### config.mk
export PLATFORM = sky130hd
export DESIGN_NAME = aes_core_sched_flat
export DESIGN_NICKNAME = d
export VERILOG_FILES = /design/src/rtl/aes_core_sched_if.sv /design/src/rtl/aes_core_sched.sv /design/src/flat_wrapper.sv
export SDC_FILE = /design/constraint.sdc
export NUM_CORES = 1
export LEC_CHECK = 0
export CORE_AREA = 2 2 404 406
export CTS_CLUSTER_SIZE = 8
export DETAILED_ROUTE_END_ITERATION = 10
export DIE_AREA = 0 0 406 408
export RECOVER_POWER = 100
export SETUP_SLACK_MARGIN = 0.2
export SLEW_MARGIN = 20
export SYNTH_ARGS = -nofsm -noshare
export SYNTH_HDL_FRONTEND = slang
export SYNTH_SLANG_ARGS = --single-unit
### constraint.sdc
create_clock -name clk -period 2.9 [get_ports clk]
set_input_delay 0.29 -clock clk [delete_from_list [all_inputs] [get_ports clk]]
set_output_delay 0.29 -clock clk [all_outputs]
set_load 0.02 [all_outputs]
### src/rtl/aes_core_sched_if.sv
// Client/datapath/response bundle around the shared AES round scheduler.
// slave = scheduler side, master = requesters, round datapath and consumer.
interface aes_core_sched_if #(
   parameter int NREQ = 2,
   parameter int IDW  = $clog2(NREQ)
);
   logic [NREQ-1:0]        req_valid;
   logic [NREQ-1:0]        req_ready;
   logic [NREQ-1:0][127:0] req_pt;
   logic [NREQ-1:0][127:0] req_key;
   logic                   core_load;
   logic                   core_en;
   logic [3:0]             core_round;
   logic [127:0]           core_pt;
   logic [127:0]           core_key;
   logic [127:0]           core_ct;
   logic                   rsp_valid;
   logic                   rsp_ready;
   logic [IDW-1:0]         rsp_id;
   logic [127:0]           rsp_ct;
   logic                   busy;

   modport slave (
      input  req_valid, req_pt, req_key, core_ct, rsp_ready,
      output req_ready, core_load, core_en, core_round, core_pt, core_key,
             rsp_valid, rsp_id, rsp_ct, busy
   );

   modport master (
      output req_valid, req_pt, req_key, core_ct, rsp_ready,
      input  req_ready, core_load, core_en, core_round, core_pt, core_key,
             rsp_valid, rsp_id, rsp_ct, busy
   );
endinterface

### src/rtl/aes_core_sched.sv
// Round-robin scheduler sharing one multicycle AES-128 round datapath
// between NREQ requesters; sequences key add + ROUNDS rounds, returns tagged ct.
module aes_core_sched #(
   parameter int NREQ   = 2,
   parameter int ROUNDS = 10,
   parameter int IDW    = $clog2(NREQ)
) (
   input logic             clk,
   input logic             rst_n,
   aes_core_sched_if.slave bus
);
   typedef enum logic [1:0] {IDLE, ROUND, RESP} state_e;

   state_e         state_q, state_d;
   logic [3:0]     rnd_q, rnd_d;
   logic [IDW-1:0] last_q, last_d;
   logic [IDW-1:0] id_q, id_d;

   logic           any_req;
   logic [IDW-1:0] gnt_id;
   logic [IDW-1:0] cand;
   logic           grant_ok;
   logic [NREQ-1:0] ready;
   logic           load, en;
   logic [3:0]     round;
   logic [127:0]   pt, key;

   // Search starts one past the last winner and wraps, so the first hit is fair.
   always_comb begin
      any_req = 1'b0;
      gnt_id  = '0;
      cand    = '0;
      for (int k = 1; k <= NREQ; k++) begin
         cand = IDW'((int'(last_q) + k) % NREQ);
         if (!any_req && bus.req_valid[cand]) begin
            any_req = 1'b1;
            gnt_id  = cand;
         end
      end
   end

   always_comb begin
      state_d  = state_q;
      rnd_d    = rnd_q;
      last_d   = last_q;
      id_d     = id_q;
      grant_ok = 1'b0;
      ready    = '0;
      load     = 1'b0;
      en       = 1'b0;
      round    = 4'd0;
      pt       = '0;
      key      = '0;
      case (state_q)
         IDLE:  grant_ok = 1'b1;
         ROUND: begin
            en    = 1'b1;
            round = rnd_q;
            if (rnd_q == 4'(ROUNDS)) state_d = RESP;
            else                     rnd_d   = rnd_q + 4'd1;
         end
         RESP: begin
            if (bus.rsp_ready) begin
               grant_ok = 1'b1;
               state_d  = IDLE;
            end
         end
         default: state_d = IDLE;
      endcase
      // A grant in RESP overlaps the response handshake, keeping the core busy back-to-back.
      if (grant_ok && any_req) begin
         ready[gnt_id] = 1'b1;
         load          = 1'b1;
         pt            = bus.req_pt[gnt_id];
         key           = bus.req_key[gnt_id];
         id_d          = gnt_id;
         last_d        = gnt_id;
         rnd_d         = 4'd1;
         state_d       = ROUND;
      end
   end

   always_ff @(posedge clk or negedge rst_n) begin
      if (!rst_n) begin
         state_q <= IDLE;
         rnd_q   <= 4'd0;
         last_q  <= IDW'(NREQ - 1);
         id_q    <= '0;
      end else begin
         state_q <= state_d;
         rnd_q   <= rnd_d;
         last_q  <= last_d;
         id_q    <= id_d;
      end
   end

   assign bus.req_ready  = ready;
   assign bus.core_load  = load;
   assign bus.core_en    = en;
   assign bus.core_round = round;
   assign bus.core_pt    = pt;
   assign bus.core_key   = key;
   assign bus.rsp_valid  = (state_q == RESP);
   assign bus.rsp_id     = id_q;
   assign bus.rsp_ct     = (state_q == RESP) ? bus.core_ct : '0;
   assign bus.busy       = (state_q != IDLE);
endmodule

### src/flat_wrapper.sv
// flat-port wrapper written by rule: the top's interface ports become plain ports
module aes_core_sched_flat 
#(
   parameter int NREQ   = 2,
   parameter int ROUNDS = 10,
   parameter int IDW    = $clog2(NREQ)
)
  (clk, rst_n, bus_req_valid, bus_req_pt, bus_req_key, bus_core_ct, bus_rsp_ready, bus_req_ready, bus_core_load, bus_core_en, bus_core_round, bus_core_pt, bus_core_key, bus_rsp_valid, bus_rsp_id, bus_rsp_ct, bus_busy);
  aes_core_sched_if #(.NREQ(NREQ), .IDW(IDW)) bus_i ();
  input logic clk;
  input logic rst_n;
  input wire logic [$bits(bus_i.req_valid)-1:0] bus_req_valid;
  input wire logic [$bits(bus_i.req_pt)-1:0] bus_req_pt;
  input wire logic [$bits(bus_i.req_key)-1:0] bus_req_key;
  input wire logic [$bits(bus_i.core_ct)-1:0] bus_core_ct;
  input wire logic [$bits(bus_i.rsp_ready)-1:0] bus_rsp_ready;
  output wire logic [$bits(bus_i.req_ready)-1:0] bus_req_ready;
  output wire logic [$bits(bus_i.core_load)-1:0] bus_core_load;
  output wire logic [$bits(bus_i.core_en)-1:0] bus_core_en;
  output wire logic [$bits(bus_i.core_round)-1:0] bus_core_round;
  output wire logic [$bits(bus_i.core_pt)-1:0] bus_core_pt;
  output wire logic [$bits(bus_i.core_key)-1:0] bus_core_key;
  output wire logic [$bits(bus_i.rsp_valid)-1:0] bus_rsp_valid;
  output wire logic [$bits(bus_i.rsp_id)-1:0] bus_rsp_id;
  output wire logic [$bits(bus_i.rsp_ct)-1:0] bus_rsp_ct;
  output wire logic [$bits(bus_i.busy)-1:0] bus_busy;
  assign bus_i.req_valid = bus_req_valid;
  assign bus_i.req_pt = bus_req_pt;
  assign bus_i.req_key = bus_req_key;
  assign bus_i.core_ct = bus_core_ct;
  assign bus_i.rsp_ready = bus_rsp_ready;
  assign bus_req_ready = bus_i.req_ready;
  assign bus_core_load = bus_i.core_load;
  assign bus_core_en = bus_i.core_en;
  assign bus_core_round = bus_i.core_round;
  assign bus_core_pt = bus_i.core_pt;
  assign bus_core_key = bus_i.core_key;
  assign bus_rsp_valid = bus_i.rsp_valid;
  assign bus_rsp_id = bus_i.rsp_id;
  assign bus_rsp_ct = bus_i.rsp_ct;
  assign bus_busy = bus_i.busy;
  aes_core_sched #(.NREQ(NREQ), .ROUNDS(ROUNDS), .IDW(IDW)) u_core (.clk(clk), .rst_n(rst_n), .bus(bus_i));
endmodule
==> out/results.txt <==
Clock tree synthesis found a total of 8 sinks. The worst register-to-register path has a depth of 4. Type of element launching the critical path: a flip-flop. The count of buffers added on input and output ports is 1039. On the worst path, the slowest cell contributes a delay of 0.49 ns. The vertical die dimension works out to 408 µm. The number of hold buffers added after CTS came out at 0. The area overhead of the layout relative to synthesis came out at 359%.

Of the total power, the share spent switching nets is 55.0%. After Yosys synthesis, full adders, half adders and majority gates account for 0.645% of the synthesized area. The headroom to the max-slew limit came out at 52.7%. The detail-routed net length per standard cell is 38.0 µm, and the wire length of the first global-routing pass is 162000 µm.

STA puts the critical path data arrival time at 2.52 ns. The number of antenna violations at the first check in global routing is 150. The die covers 166000 µm². Summed over all cells, the static leakage comes to 6.74 nW.

The run gives 23 as the unique cell type count in the Yosys netlist. For the pin with the worst max-slew slack, the measured transition is 0.713 ns. The post-layout minimum cycle time is 2.81 ns, and the synthesis warning total is 0. The required time at the endpoint of the critical path was 2.61 ns; the xor/xnor share of the synthesized area was 0%.

The run finished with clean final reports. The tools report the total count of hold-check failures in the final report as 0. Pin placement for this block handled 1040 I/O pins.

The ratio of routed vias to standard cells works out to 2.68. The worst-case register-to-register setup slack came out at 0.85 ns. The endpoint identified for the worst register-to-register timing path is u_core.state_q[0].

The via count of the first global-routing pass is 9667. The type of the most critical hold path was reg2reg. The initial core utilization was 2.40%. The tools report the maximum vdd drop as 0.000257 V. Traced cell by cell, the critical path runs through nor2b_2 > nor4b_4 > buf_6 > buf_12 > buf_4 > a22o_1 > clkbuf_1.

In this run the cell area measured after placement is 19400 µm². Averaged over all synthesized cells, the footprint is 7.70 µm². The congestion estimate from routability-driven global placement came to 1.03.

The tools report the count of final max-slew check failures as 0. Multiplexer cells account for 0% of the synthesized area. The initialized floorplan defines 148 standard-cell rows. The share of total power dissipated in the clock network is 3.9%. The number of buffers on the longest clock path was 2; the final non-filler cell area was 17800 µm². In this run the clock root is driven by a sky130_fd_sc_hd__clkbuf_16. The worst path buffer plus inverter count came out at 4. The number of stages on the worst hold path was 1. Portion of the post-synthesis area used by sequential elements: 5.19%.

Maximum frequency from static timing analysis: 356 MHz. Setup violations remaining at the end of the flow were counted as 0. The count of unresolved DRC violations after routing came out at 0. The pin count of the biggest net entering global routing was 62. Number of H-tree levels: 1.

The die is 406 µm wide. The number of nets in the synthesized netlist is 1151. The biggest area consumer among synthesized cells was sky130_fd_sc_hd__a22o_1.

The wire-length estimate of the detail-placed layout is 134000 µm. The later-pin clock latency in the skew report is 0.26 ns, and the share of the synthesized area in compound gates (AO/OA/AOI/OAI) is 60.3%. The family with the most delay on the worst path is buffers and inverters.

The main combinational cell family by area after synthesis was compound AO/OA/AOI/OAI gates. TritonCTS built the clock tree. The finished layout holds 3724 standard cells, fillers aside.

The number of register bits inferred by synthesis works out to 8. For this design, the slowest cell found on the critical path is sky130_fd_sc_hd__dfrtp_1. The net switching power came out at 4.03 mW.

The startpoint identified for the worst register-to-register timing path is u_core.state_q[1]. The initial DRC count is 579, and the core outline area is 162000 µm². Setup repair after global routing could not meet its margin everywhere.

The ratio of cells with drive above 1 in the final layout is 21.1%. The synthesized netlist devotes 23.9% of its cell area to simple gates. The routed design has 141000 µm of wire. Source of the worst hold timing path: u_core.bus.rsp_id. At the end of the flow, the number of nets in the layout was 2177. Summing over every cut layer, the via total after detailed routing is 9991. After layout, the worst path uses 96.7% of the clock period. The overflow left after global routing is 0, and the number of buffers inserted during clock tree synthesis is 3.

The clock edge transition at the registers on the reported setup and hold paths works out to 0.06 ns. The total of max-cap violations was 0. The worst hold path terminates at u_core.bus.rsp_id.

Counting every instance in the synthesized netlist gives 504. Along the worst path, the maximum fanout reaches 20. The summed instance area of the synthesized netlist was 3880 µm². The post-route setup TNS is 0 ns, and the power per cell area is 411 nW/µm². The detail route stage leaves a number of antenna-violating nets equal to 0. The number of placed instances, taps included, is 3692. The internal portion of the total power is 3.29 mW. After synthesis, the cell types taking the most area are sky130_fd_sc_hd__a22o_1 (58%), sky130_fd_sc_hd__and2_1 (21%), sky130_fd_sc_hd__buf_2 (4.6%). For the final database, setup skew stands at 0.00429 ns. The total track usage was 16.3%; the combinational group share of total power was 92.6%. Hold is met by 0.481 ns. The tools report the kind of capture point of the worst setup path as an output port. The tools report the overall power as 7.32 mW. The type of the worst setup path is reg2out. Registers are responsible for 3.5% of the overall power.

The length of the first detailed-routing pass in iterations was 5; the fraction of post-synthesis cell area in the top cell type by area was 58.0%.
==> routing by layer <==
| layer | part of all wire (%) | vias up | track usage (%) |
|---|---|---|---|
| met2 | 49 | 765 | 28.9 |
| met5 | 0.79 | - | 0 |
| met4 | 1.9 | 180 | 1.19 |
| li1 | - | 4062 | - |
| met1 | 30 | 4693 | 14.5 |
| met3 | 19 | 291 | 13.8 |
==> repair_timing <==
| action | in CTS | in global routing |
|---|---|---|
| buffers inserted | 5 | 0 |
| cloned | 2 | 1 |
| pin swaps | 2 | 0 |
| hold endpoints to repair | 0 | 0 |
| gates resized for setup | 45 | 17 |
| endpoints found under the setup margin | 212 | 30 |
==> how the worst max path moves through the flow <==
| stage | startpoint | end | slack [ns] | depth (start not counted) |
|---|---|---|---|---|
| after CTS | u_core.last_q | bus_core_pt[5] | 0.21 | 8 |
| after detailed placement | bus_rsp_ready | bus_core_key[13] | -0.13 | 7 |
| after floorplan | u_core.last_q | bus_core_key[118] | 0.93 | 4 |
| after global placement | bus_rsp_ready | bus_core_key[13] | -0.14 | 7 |
| final | u_core.state_q[1] | bus_core_key[60] | 0.09 | 7 |
| after global routing | u_core.state_q[1] | bus_core_pt[24] | 0.08 | 8 |
==> cell type report <==
class                   count  area [µm²]
fillers                 18600      144000
repair buffers           1092       11400
multi-input cells         419        3350
well taps                2175        2720
flip-flops and latches      8         203
clock buffers               4        78.8
diodes                     20        50.0
inverters                   6        22.5
==> registers in the layout, indices dropped and copies added (netlist names) <==
| register | count |
|---|---|
| u_core.last_q | 1 |
| u_core.bus.rsp_id | 1 |
| u_core.state_q | 2 |
| u_core.rnd_q | 4 |
==> Yosys cell counts <==
cell type / instances
sky130_fd_sc_hd__nor4b_2: 1
sky130_fd_sc_hd__nor4_1: 1
sky130_fd_sc_hd__nand3_1: 3
sky130_fd_sc_hd__nand2b_1: 1
sky130_fd_sc_hd__ha_1: 2
sky130_fd_sc_hd__dfstp_2: 1
sky130_fd_sc_hd__a2111oi_4: 1
sky130_fd_sc_hd__and3b_1: 1
sky130_fd_sc_hd__nor2b_1: 3
sky130_fd_sc_hd__or3_1: 3
sky130_fd_sc_hd__o21ai_0: 4
sky130_fd_sc_hd__a22o_1: 257
sky130_fd_sc_hd__buf_4: 14
sky130_fd_sc_hd__dfrtp_1: 7
sky130_fd_sc_hd__clkbuf_1: 21
sky130_fd_sc_hd__a21o_1: 2
sky130_fd_sc_hd__nor2_1: 2
sky130_fd_sc_hd__buf_2: 36
sky130_fd_sc_hd__and2_1: 131
sky130_fd_sc_hd__or2_2: 1
sky130_fd_sc_hd__a21oi_1: 5
sky130_fd_sc_hd__inv_1: 6
sky130_fd_sc_hd__nor3_1: 1
==> kinds of logic after synthesis <==
kind of cell | after synthesis
compound gates | 269
fa+ha+maj | 2
buf+inv | 77
flops | 8
simple gates | 148
==> per-stage QoR <==
step / utilization, % / setup slack (ns)
after floorplan: - / 0.930
after global placement: 12.0 / -0.138
after detailed placement: 12.0 / -0.132
after CTS: 12.1 / 0.214
after global routing: 11.0 / 0.0816
final: 11.0 / 0.0947
==> cell usage in the layout, fill, tap and decap left out, types with 2 or more instances in the layout <==
master | synthesis | final
sky130_fd_sc_hd__a21o_1 | 2 | 2
sky130_fd_sc_hd__buf_12 | 0 | 136
sky130_fd_sc_hd__clkbuf_4 | 0 | 28
sky130_fd_sc_hd__dlygate4sd3_1 | 0 | 46
sky130_fd_sc_hd__a22o_4 | 0 | 5
sky130_fd_sc_hd__clkbuf_16 | 0 | 4
sky130_fd_sc_hd__and2_1 | 131 | 75
sky130_fd_sc_hd__o21ai_0 | 4 | 4
sky130_fd_sc_hd__inv_1 | 6 | 6
sky130_fd_sc_hd__or3_1 | 3 | 3
sky130_fd_sc_hd__nand3_1 | 3 | 3
sky130_fd_sc_hd__buf_6 | 0 | 3
sky130_fd_sc_hd__dlygate4sd2_1 | 0 | 24
sky130_fd_sc_hd__nor2b_1 | 3 | 2
sky130_fd_sc_hd__dlymetal6s2s_1 | 0 | 8
sky130_fd_sc_hd__buf_2 | 36 | 5
sky130_fd_sc_hd__clkbuf_2 | 0 | 65
sky130_fd_sc_hd__diode_2 | 0 | 20
sky130_fd_sc_hd__ha_1 | 2 | 2
sky130_fd_sc_hd__a22o_1 | 257 | 247
sky130_fd_sc_hd__nor2_1 | 2 | 2
sky130_fd_sc_hd__buf_4 | 14 | 62
sky130_fd_sc_hd__buf_16 | 0 | 3
sky130_fd_sc_hd__a22o_2 | 0 | 5
sky130_fd_sc_hd__clkbuf_1 | 21 | 68
sky130_fd_sc_hd__a21oi_1 | 5 | 5
sky130_fd_sc_hd__dfrtp_1 | 7 | 6
sky130_fd_sc_hd__clkdlybuf4s50_1 | 0 | 642
sky130_fd_sc_hd__and2_0 | 0 | 56
==> power by group through the flow <==
stage	registers (mW)	logic, mW	clock network [mW]
2_1_floorplan	0.226	2.19	0
3_3_place_gp	0.254	7.95	0
3_5_place_dp	0.258	7.98	0
4_1_cts	0.259	8.08	0.292
5_1_grt	0.264	7.16	0.299
6_report	0.256	6.78	0.287
Note: power is estimated with default switching activity, not from simulation.
